<file path="config.mk">
export PLATFORM = sky130hd
export DESIGN_NAME = comparador_sar
export DESIGN_NICKNAME = d
export VERILOG_FILES = /design/src/rtl/comparador_sar.sv
export SDC_FILE = /design/constraint.sdc
export NUM_CORES = 1
export LEC_CHECK = 0
export ABC_AREA = 1
export CAP_MARGIN = 20
export CORE_MARGIN = 8
export CORE_UTILIZATION = 30
export CTS_CLUSTER_SIZE = 24
export DETAILED_ROUTE_END_ITERATION = 16
export SETUP_SLACK_MARGIN = 0.5
export SLEW_MARGIN = 10
export SYNTH_ARGS = -nofsm -noshare
export SYNTH_HDL_FRONTEND = slang
export SYNTH_SLANG_ARGS = --single-unit
</file>
<file path="constraint.sdc">
create_clock -name clk -period 1.3 [get_ports clk]
set_input_delay 0.39 -clock clk [delete_from_list [all_inputs] [get_ports clk]]
set_output_delay 0.39 -clock clk [all_outputs]
set_load 0.005 [all_outputs]
</file>
<file path="src/rtl/comparador_sar.sv">
// Successive-approximation controller: drives comparator A, recovers B MSB-first; done WIDTH+1 cycles after start worst case.
// Optional CMP_ONEHOT_CHECK_EN aborts on non-one-hot flags and reports it on erro; start is ignored unless idle.
module comparador_sar #(
    parameter int WIDTH = 4
) (
    input  logic             clk,
    input  logic             rst_n,
    input  logic             start,
    input  logic             AmaiorB,
    input  logic             AmenorB,
    input  logic             AigualB,
    output logic [WIDTH-1:0] trial_a,
    output logic             busy,
    output logic             done,
    output logic [WIDTH-1:0] result,
    output logic             erro
);

    localparam int IW = (WIDTH > 1) ? $clog2(WIDTH) : 1;
    localparam logic [WIDTH-1:0] ONE = {{(WIDTH-1){1'b0}}, 1'b1};
    localparam logic [WIDTH-1:0] MSB = {1'b1, {(WIDTH-1){1'b0}}};

    typedef enum logic [1:0] {IDLE, BUSCA, FIM} state_t;

    state_t           r_state, w_state_nx;
    logic [WIDTH-1:0] r_trial, w_trial_nx;
    logic [WIDTH-1:0] r_result, w_result_nx;
    logic [IW-1:0]    r_idx, w_idx_nx;
    logic             r_busy, w_busy_nx;
    logic             r_done, w_done_nx;
    logic [WIDTH-1:0] w_bit, w_bit_lo;

    // w_bit_lo is 1<<(idx-1); only used when idx>0
    assign w_bit    = ONE << r_idx;
    assign w_bit_lo = w_bit >> 1;

`ifdef CMP_ONEHOT_CHECK_EN
    logic r_erro, w_erro_nx;
    logic w_flags_ok;
    assign w_flags_ok = ({AmaiorB, AmenorB, AigualB} == 3'b100) ||
                        ({AmaiorB, AmenorB, AigualB} == 3'b010) ||
                        ({AmaiorB, AmenorB, AigualB} == 3'b001);
`endif

    always_comb begin
        w_state_nx  = r_state;
        w_trial_nx  = r_trial;
        w_result_nx = r_result;
        w_idx_nx    = r_idx;
        w_busy_nx   = r_busy;
        w_done_nx   = 1'b0;
`ifdef CMP_ONEHOT_CHECK_EN
        w_erro_nx   = r_erro;
`endif
        case (r_state)
            IDLE: begin
                if (start) begin
                    w_state_nx = BUSCA;
                    w_trial_nx = MSB;
                    w_idx_nx   = IW'(WIDTH - 1);
                    w_busy_nx  = 1'b1;
`ifdef CMP_ONEHOT_CHECK_EN
                    w_erro_nx  = 1'b0;
`endif
                end
            end
            BUSCA: begin
`ifdef CMP_ONEHOT_CHECK_EN
                if (!w_flags_ok) begin
                    w_erro_nx   = 1'b1;
                    w_result_nx = r_trial;
                    w_state_nx  = FIM;
                    w_busy_nx   = 1'b0;
                    w_done_nx   = 1'b1;
                end else
`endif
                begin
                    if (AigualB) begin
                        w_result_nx = r_trial;
                        w_state_nx  = FIM;
                    end else if (AmaiorB) begin
                        if (r_idx != '0) begin
                            w_trial_nx = (r_trial & ~w_bit) | w_bit_lo;
                            w_idx_nx   = r_idx - IW'(1);
                        end else begin
                            w_result_nx = r_trial & ~ONE;
                            w_state_nx  = FIM;
                        end
                    end else begin
                        // menor, and all-zero flags when unchecked
                        if (r_idx != '0) begin
                            w_trial_nx = r_trial | w_bit_lo;
                            w_idx_nx   = r_idx - IW'(1);
                        end else begin
                            w_result_nx = r_trial;
                            w_state_nx  = FIM;
                        end
                    end
                    if (w_state_nx == FIM) begin
                        w_busy_nx = 1'b0;
                        w_done_nx = 1'b1;
                    end
                end
            end
            FIM: begin
                w_state_nx = IDLE;
            end
            default: begin
                w_state_nx = IDLE;
                w_busy_nx  = 1'b0;
            end
        endcase
    end

    always_ff @(posedge clk or negedge rst_n) begin
        if (!rst_n) begin
            r_state  <= IDLE;
            r_trial  <= '0;
            r_result <= '0;
            r_idx    <= '0;
            r_busy   <= 1'b0;
            r_done   <= 1'b0;
        end else begin
            r_state  <= w_state_nx;
            r_trial  <= w_trial_nx;
            r_result <= w_result_nx;
            r_idx    <= w_idx_nx;
            r_busy   <= w_busy_nx;
            r_done   <= w_done_nx;
        end
    end

`ifdef CMP_ONEHOT_CHECK_EN
    always_ff @(posedge clk or negedge rst_n) begin
        if (!rst_n) begin
            r_erro <= 1'b0;
        end else begin
            r_erro <= w_erro_nx;
        end
    end
    assign erro = r_erro;
`else
    assign erro = 1'b0;
`endif

    assign trial_a = r_trial;
    assign busy    = r_busy;
    assign done    = r_done;
    assign result  = r_result;

endmodule

</file>
; ---- Yosys cells after proc, flatten, opt, wreduce, memory -nomap -nowiden
; Index checks and enable logic that the tools add are counted.
[word_totals]
n_memories = 0
in_bits = 6
ram_bits = 0
mem_bits_ro = 0
latch_bits = 0
wordCells = 51
reg_bits = 14
output_inout_bits = 11
[classes]
eq_ne = 8
addsub = 1
magnitude_cmp = 0
n_div = 0
n_reduce_logical = 6
bitwise_logic = 5
muxes = 24
multipliers = 0
n_shift = 1
[ops]
columns = cell, count
row1 = $mux W4, 9
row2 = $mux W2, 7
row3 = $ne A2 B2 Y1 const B, 5
row4 = $or A4 B3 Y4, 2
row5 = $pmux W2 S2, 2
row6 = $pmux W4 S2, 1
row7 = $and A4 B4 Y4, 1
row8 = $eq A2 B2 Y1 const B, 2
row9 = $mux W1, 4
row10 = $not A4 Y4, 1
row11 = $reduce_and A4 Y1, 1
row12 = $reduce_bool A2 Y1, 2
row13 = $shl A1 B2 Y4 const A, 1
row14 = $pmux W1 S3, 1
row15 = $reduce_and A3 Y1, 1
row16 = $eq A2 B1 Y1 const B, 1
row17 = $logic_not A2 Y1, 1
row18 = $reduce_and A2 Y1, 1
row19 = $sub A2 B1 Y2 const B, 1
row20 = $not A1 Y1, 1

; ---- Longest topological paths before layout
; Gate-level depths: netlist of the first run.
[depth]
ltp_word = 8
depth_mapped = 8
mapped_depth_nobuf = 8

; ---- Least setup slack after synthesis of the first run
; No wires, ideal clock.
[synth_path]
path_kind = reg2reg
start = reg r_idx[0]
end = reg r_idx[0]
setup_ns = 0.117
arrival_time_ns = 1.050
path_buffers = 0
required_ns = 1.183
period_less_slack_ns = 1.167
stages_incl_launch_ff = 7
setup_slack_ns = 0.133
cell_sequence = dfrtp_1 inv_1 ha_1 nor2_1 nand2_4 nand3_1 nand2_1
[synth_via]
elab_chain_cells = 4
elab_cells_between_ends = 7
classes_between = add/sub: 1 / eq/ne: 1 / mux: 3 / reduce/logical: 2
[synth_rtl]
columns = element, line_no
row1 = "start, declared", 28  ; logic [IW-1:0] r_idx, w_idx_nx;
row2 = "start signal, assigned", 127  ; r_idx <= w_idx_nx;
row3 = $sub A2 B1 Y2, "84, 93"
row4 = $mux W2, "82, 91"
row5 = $mux W2, 78  ; if (AigualB) begin
row6 = $pmux W2 S2, 55  ; case (r_state)
; Parallel ways exist; a longest one is shown, timed or not. The select of a mux whose other input is x is not followed.
; A chain may end at the register's enable or synchronous reset.

; ---- Worst setup path after layout of the first run
[layout_path]
start = reg r_result[2], in the netlist result[2]
end = out result[2]
[layout_lines]
columns = element, line_no
row1 = "start, declared", 27  ; logic [WIDTH-1:0] r_result, w_result_nx;
row2 = "start signal, assigned", 126  ; r_result <= w_result_nx;
row3 = "end, declared", 15  ; output logic [WIDTH-1:0] result,
; No word-level cell between the ends.

==> results of run 1 <==
-- worst paths after layout --
| check | endpoint | startpoint | slack [ps] |
|---|---|---|---|
| max | result[2] | result[2] | 100 |
| max in group asynchronous | trial_a[0] | rst_n | 710 |
| max reg2reg | result[3] | r_idx[1] | 140 |
| min reg2reg | busy | r_state[0] | 540 |
| min in group clk | busy | r_state[0] | 540 |
| min | result[0] | rst_n | 420 |
-- registers in the layout (all words and copies together), names as in the netlist --
| register | count |
|---|---|
| busy | 1 |
| done | 1 |
| trial_a | 4 |
| r_state | 2 |
| result | 4 |
| r_idx | 2 |
-- report_power, final --
| part | internal (mW) | total [mW] | switching (mW) |
|---|---|---|---|
| Combinational | 0.610 | 1.28 | 0.673 |
| Clock | 0.170 | 0.320 | 0.150 |
| Sequential | 0.600 | 0.706 | 0.106 |
| Total | 1.38 | 2.31 | 0.929 |
-- cells by family (layout without fill, tap and decap cells) --
| kind of cell | Yosys count | after routing | synth area share [%] |
|---|---|---|---|
| AOI/OAI and AO/OA | 6 | 6 | 5.14 |
| other | 1 | 1 | 0.514 |
| and+or+nand+nor | 50 | 50 | 32.6 |
| DFF | 14 | 14 | 48.0 |
| buffers and inverters | 9 | 41 | 5.15 |
| adders and majority gates | 5 | 5 | 8.58 |
-- final cells by class --
cell class / instances / area share [%]
inverters: 8 / 2.78
flip-flops and latches: 14 / 32.4
multi-input cells: 62 / 39.1
well taps: 30 / 3.47
repair buffers: 29 / 18.9
clock buffers: 4 / 3.36
-- worst reg2reg max path, cell delays in order, from the launching register on --
cell	delay, ps
dfrtp_1	400
inv_2	120
ha_4	170
nor2_4	40
nor2_4	150
inv_2	70
nand2_1	60
nand2_1	50
-- cell usage in the layout, fill, tap and decap left out --
cell and count:
a21o_1 3, a21oi_1 2, a21oi_2 1, buf_2 10, buf_4 14, buf_6 1, clkbuf_4 3, clkbuf_8 1
clkdlybuf4s50_1 2, conb_1 1, dfrtp_1 14, dlygate4sd2_1 2, ha_2 1, ha_4 4, inv_1 4, inv_2 4
nand2_1 30, nand2_2 5, nand2_4 2, nand3_1 6, nor2_1 1, nor2_2 1, nor2_4 5
-- metal layers --
layer  wire [um]  share of wire [%]  vias up
met3          89                5.6        4
met5           0                  0        -
met2         711                 45       14
met1         745                 47      276
li1            -                  -      328
met4          38                2.4        0
-- repair_timing --
action | 4_1_cts | 5_1_grt
pin swaps | 6 | 2
endpoints found under the setup margin | 24 | 24
resized for setup | 50 | 3
setup buffers | 3 | 5
cloned | 0 | 0
==> flow_summary.toml, run 1 <==
[sta]
hold_viol = 0
setup_ws_ps = 103
finClkSkew_ps = 1.90
report.final.slew_viol_count = 0
finalSetupViolations = 0
setup_tns_ps = 0
fmax_ghz = 0.836
rsz0062_at_grt = "yes"
holdWs_ps = 418
period_needed_ps = 1200
finalCritPeriodShare_pct = 92.0

[run]
drv_cap = 0

[power]
leakagePower_nw = 0.581
ir_drop_v = 0.000939
p_total_mw = 2.31
p_per_area_mw_per_mm2 = 2140

[global_routing]
grt.total_usage_pct = 8.11
grt_util_met3_pct = 2.55
grt_max_degree = 15
grt_pass1_vias = 593
grt.met2_usage_pct = 12.2
grt_busiest_layer = "met2"
antenna_found_initial = 0
grt_pass1_wl_um = 2690
overflow = 0
met1_usage_pct = 9.90

[placed_design]
port_buffers = 14
gp_congestion = 0.764
placedCellCount = 135
place_hpwl_um = 1220
postPlaceCellArea_um2 = 990
dp_slack_ps = -240

[clock_network]
path_clk_slew_ps = 90
worstSkewPairLatency_ps = 280
cts_hold_buf = 0
clock_path_buffers = 2
cts.sinks = 14
cts_tree = "yes"
cts_htree_levels = 1
root_buffer = "clkbuf_4"
numCtsBuffers = 3

[synthesis]
syn_area_um2 = 729
ys_top_cells_by_area = "dfrtp_1 (48%), nand2_1 (17%), ha_1 (8.6%)"
ys.flop_type = "dfrtp_1"
netlist_instances = 85
synth_edf_count = 0
synth.distinct_cells = 14
yosysTopAreaCell = "dfrtp_1"
ys_seq_elements = 14
seq_area_frac_synth_pct = 48.0
synth.most_common_cell = "nand2_1"
synthesis.yosys.warnings = 0
synth_area_per_cell_um2 = 8.58
synth-async-reset-ratio_pct = 100
synth_top_cell_area_share_pct = 48.0
syn-num-nets = 96
yosys-top-cells-count = "nand2_1 (33), dfrtp_1 (14), inv_1 (7), nand3_1 (6), ha_1 (5)"

[detailed_routing]
via_per_inst = 4.23
vias = 622
drt-wirelength-per-cell_um = 10.8
ant_nets = 0
drt_first_pass_iters = 4
drt-initial-drc-count = 24
drc = 0
wirelength_um = 1580

[cells_and_area]
syn_to_final_growth_pct = 48.2
drive_gt1_share_pct = 44.4
seq_area_um2 = 350
nets = 129
stdcell_area_mm2 = 0.00108
multi_input_area_um2 = 423
final_util_pct = 45.3
n_antenna_cell = 0
final_cell_count_no_fill = 147
fillCellCount = 245

[worst_setup_path]
crit_path_end_kind = "output port"
r2r_cells = 7
cp_num_buf_inv = 1
cp.arrival_ps = 810
critPathRequiredTime_ps = 910
cp_max_fo = 2
cpLargestDelayFamily = "flip-flops"
path_cells = "buf_2"
cpPeakStageDelay_ps = 390
cp.depth = 1
crit_type = "flip-flop to output port"
slowest_stage = "dfrtp_1"
crit_path_start_kind = "flip-flop"

[worst_hold_path]
hold_class = "input port to async pin"

[die]
die_h_um = 65.3
rows = 18
core_area_mm2 = 0.00239
io_pins = 17
die-area_mm2 = 0.00427
die_w_um = 65.3
start_util_pct = 30.6

[status]
outcome = "completed"
No activity file was read; power rests on OpenSTA's default activity.
==> run 2: changes to the inputs <==
==> constraint.sdc (replaced) <==
create_clock -name clk -period 1.2 [get_ports clk]
set_input_delay 0.36 -clock clk [delete_from_list [all_inputs] [get_ports clk]]
set_output_delay 0.36 -clock clk [all_outputs]
set_load 0.005 [all_outputs]
==> run 2 against run 1 <==
Net effect:
- count of clock-buffer cells in the layout decreased by 1
- sequential share of layout area increased by 1.2 points
- via count increased by 1.6%
- sequential power increased by 7.6%
- non-clock buffer count decreased by 1
- flip-flop and latch count unchanged
- combinational power increased by 6%
- cell area decreased by 3.5%
- routed wire length increased by 1.1%
- die area unchanged
- utilization decreased by 1.6 points
- global-route usage about the same
- highest routed layer unchanged
==> flow_summary.toml, run 2 (synthesis results as in run 1) <==
[status]
outcome = "completed"

[power]
pwr-share-comb_pct = 57.2
p_clk_share_pct = 10.8
power_switching_mw = 0.972
switching_share_pct = 40.9
ir_drop_v = 0.000935
p_per_area_mw_per_mm2 = 2280
leakagePower_nw = 0.568
pwr-share-seq_pct = 31.9
p_int_mw = 1.41

[sta]
hold_viol = 0
report.final.slew_viol_count = 0
setup_tns_ps = 0
rsz0062_at_grt = "yes"
finClkSkew_ps = 4.80
finalSetupViolations = 0
fmax_ghz = 0.865
period_needed_ps = 1160
finalCritPeriodShare_pct = 96.3

[detailed_routing]
drt-initial-drc-count = 13
wirelength_um = 1600
via_per_inst = 4.36
drt-wirelength-per-cell_um = 11.0
drt_first_pass_iters = 4
drc = 0
vias = 632
ant_nets = 0

[global_routing]
overflow = 0
antenna_found_initial = 0
grt_max_degree = 15
grt_pass1_vias = 660
grt_pass1_wl_um = 2740
grt.total_usage_pct = 8.16

[placed_design]
gp_congestion = 0.749
placedCellCount = 136
place_hpwl_um = 1220
postPlaceCellArea_um2 = 997
port_buffers = 14

[clock_network]
clock_path_buffers = 2
cts.sinks = 14
cts_htree_levels = 1
cts_hold_buf = 0
cts_tree = "yes"
worstSkewPairLatency_ps = 280
numCtsBuffers = 3
root_buffer = "clkbuf_4"
path_clk_slew_ps = 80

[worst_setup_path]
r2r_cells = 7
cp.arrival_ps = 1330
cpLargestDelayFamily = "flip-flops"
crit_path_start_kind = "flip-flop"
cp_num_buf_inv = 2
crit_type = "flip-flop to flip-flop"
rr_startpoint = "r_idx[0]"
cpPeakStageDelay_ps = 390
crit_path_end_kind = "flip-flop"
slowest_stage = "dfrtp_1"
regToRegSetupSlack_ps = 40
cp_max_fo = 3
critPathRequiredTime_ps = 1380
r2r-end = "trial_a[2]"
path_cells = "inv_2, buf_4, ha_4, nand2_1, a21o_1, nand2_1, nand2_1"
path_common_cell = "nand2_1"

[die]
start_util_pct = 30.6
core_area_mm2 = 0.00239
die_h_um = 65.3
die-area_mm2 = 0.00427
io_pins = 17
die_w_um = 65.3
rows = 18

[cells_and_area]
n_antenna_cell = 0
stdcell_area_mm2 = 0.00104
final_common_cell = "nand2_1"
final_cell_count_no_fill = 145
drive_gt1_share_pct = 41.7
final_util_pct = 43.7
nets = 128
syn_to_final_growth_pct = 43.1
final_cell_mix = "nand2_1 (29), dfrtp_1 (14), buf_4 (12)"

[run]
drv_cap = 0

[worst_hold_path]
hold_class = "input port to async pin"
## run 2: cell types whose count changed in the layout (fill, tap and decap cells not counted), sizes merged
cell	previous run	this run
clkdlybuf4s50	2	3
clkbuf	4	3
buf	25	24
dlygate4sd2	2	1
## run 2: per-layer routing
layer | part of all wire [%] | GRT usage [%] | wire [um]
met5 | 0 | 0 | 0
met4 | 2.8 | 6.54 | 45
met3 | 6.0 | 2.55 | 96
met2 | 46 | 12.9 | 742
met1 | 45 | 8.84 | 718
## run 2: how the worst max path moves through the flow
stage,startpoint,depth (start not counted),endpoint
2_1_floorplan,r_idx[0],8,trial_a[3]
3_3_place_gp,AigualB,7,trial_a[3]
3_5_place_dp,AigualB,7,trial_a[3]
4_1_cts,r_idx[1],7,result[0]
5_1_grt,r_idx[1],8,trial_a[3]
6_report,r_idx[0],7,trial_a[2]
## run 2: worst register-to-register path, stage by stage (launching register included)
cell	delay [ps]
dfrtp_1	390
inv_2	110
buf_4	140
ha_4	120
nand2_1	50
a21o_1	160
nand2_1	50
nand2_1	40
## run 2: power by group through the flow
stage                     combinational (mW)  sequential (mW)  clock [mW]
after floorplan                        0.739            0.806           0
after global placement                  1.27            0.768           0
after detailed placement                1.30            0.771           0
after CTS                               1.29            0.760       0.267
after global routing                    1.51            0.778       0.291
final                                   1.36            0.760       0.258
## run 2: area by class of cell
cell class	count	area (um2)
Multi-Input combinational cell	62	402
Tap cell	30	37.5
Inverter	8	30.0
Sequential cell	14	350
Fill cell	239	1340
Timing Repair Buffer	28	201
Clock buffer	3	22.5
## run 2: stage by stage
step           hold slack [ps]  total power, mW  setup slack [ps]
2_1_floorplan             64.4             1.55              90.2
3_5_place_dp               469             2.07              -304
5_1_grt                    416             2.58             -49.4
3_3_place_gp               456             2.04              -280
6_report                   393             2.38              44.2
4_1_cts                    397             2.32              28.9
## run 2: what timing repair did
item / 4_1_cts / 5_1_grt
setup endpoints to repair: 24 / 24
pin swaps: 4 / 5
buffers inserted: 3 / 3
resized for setup: 45 / 4
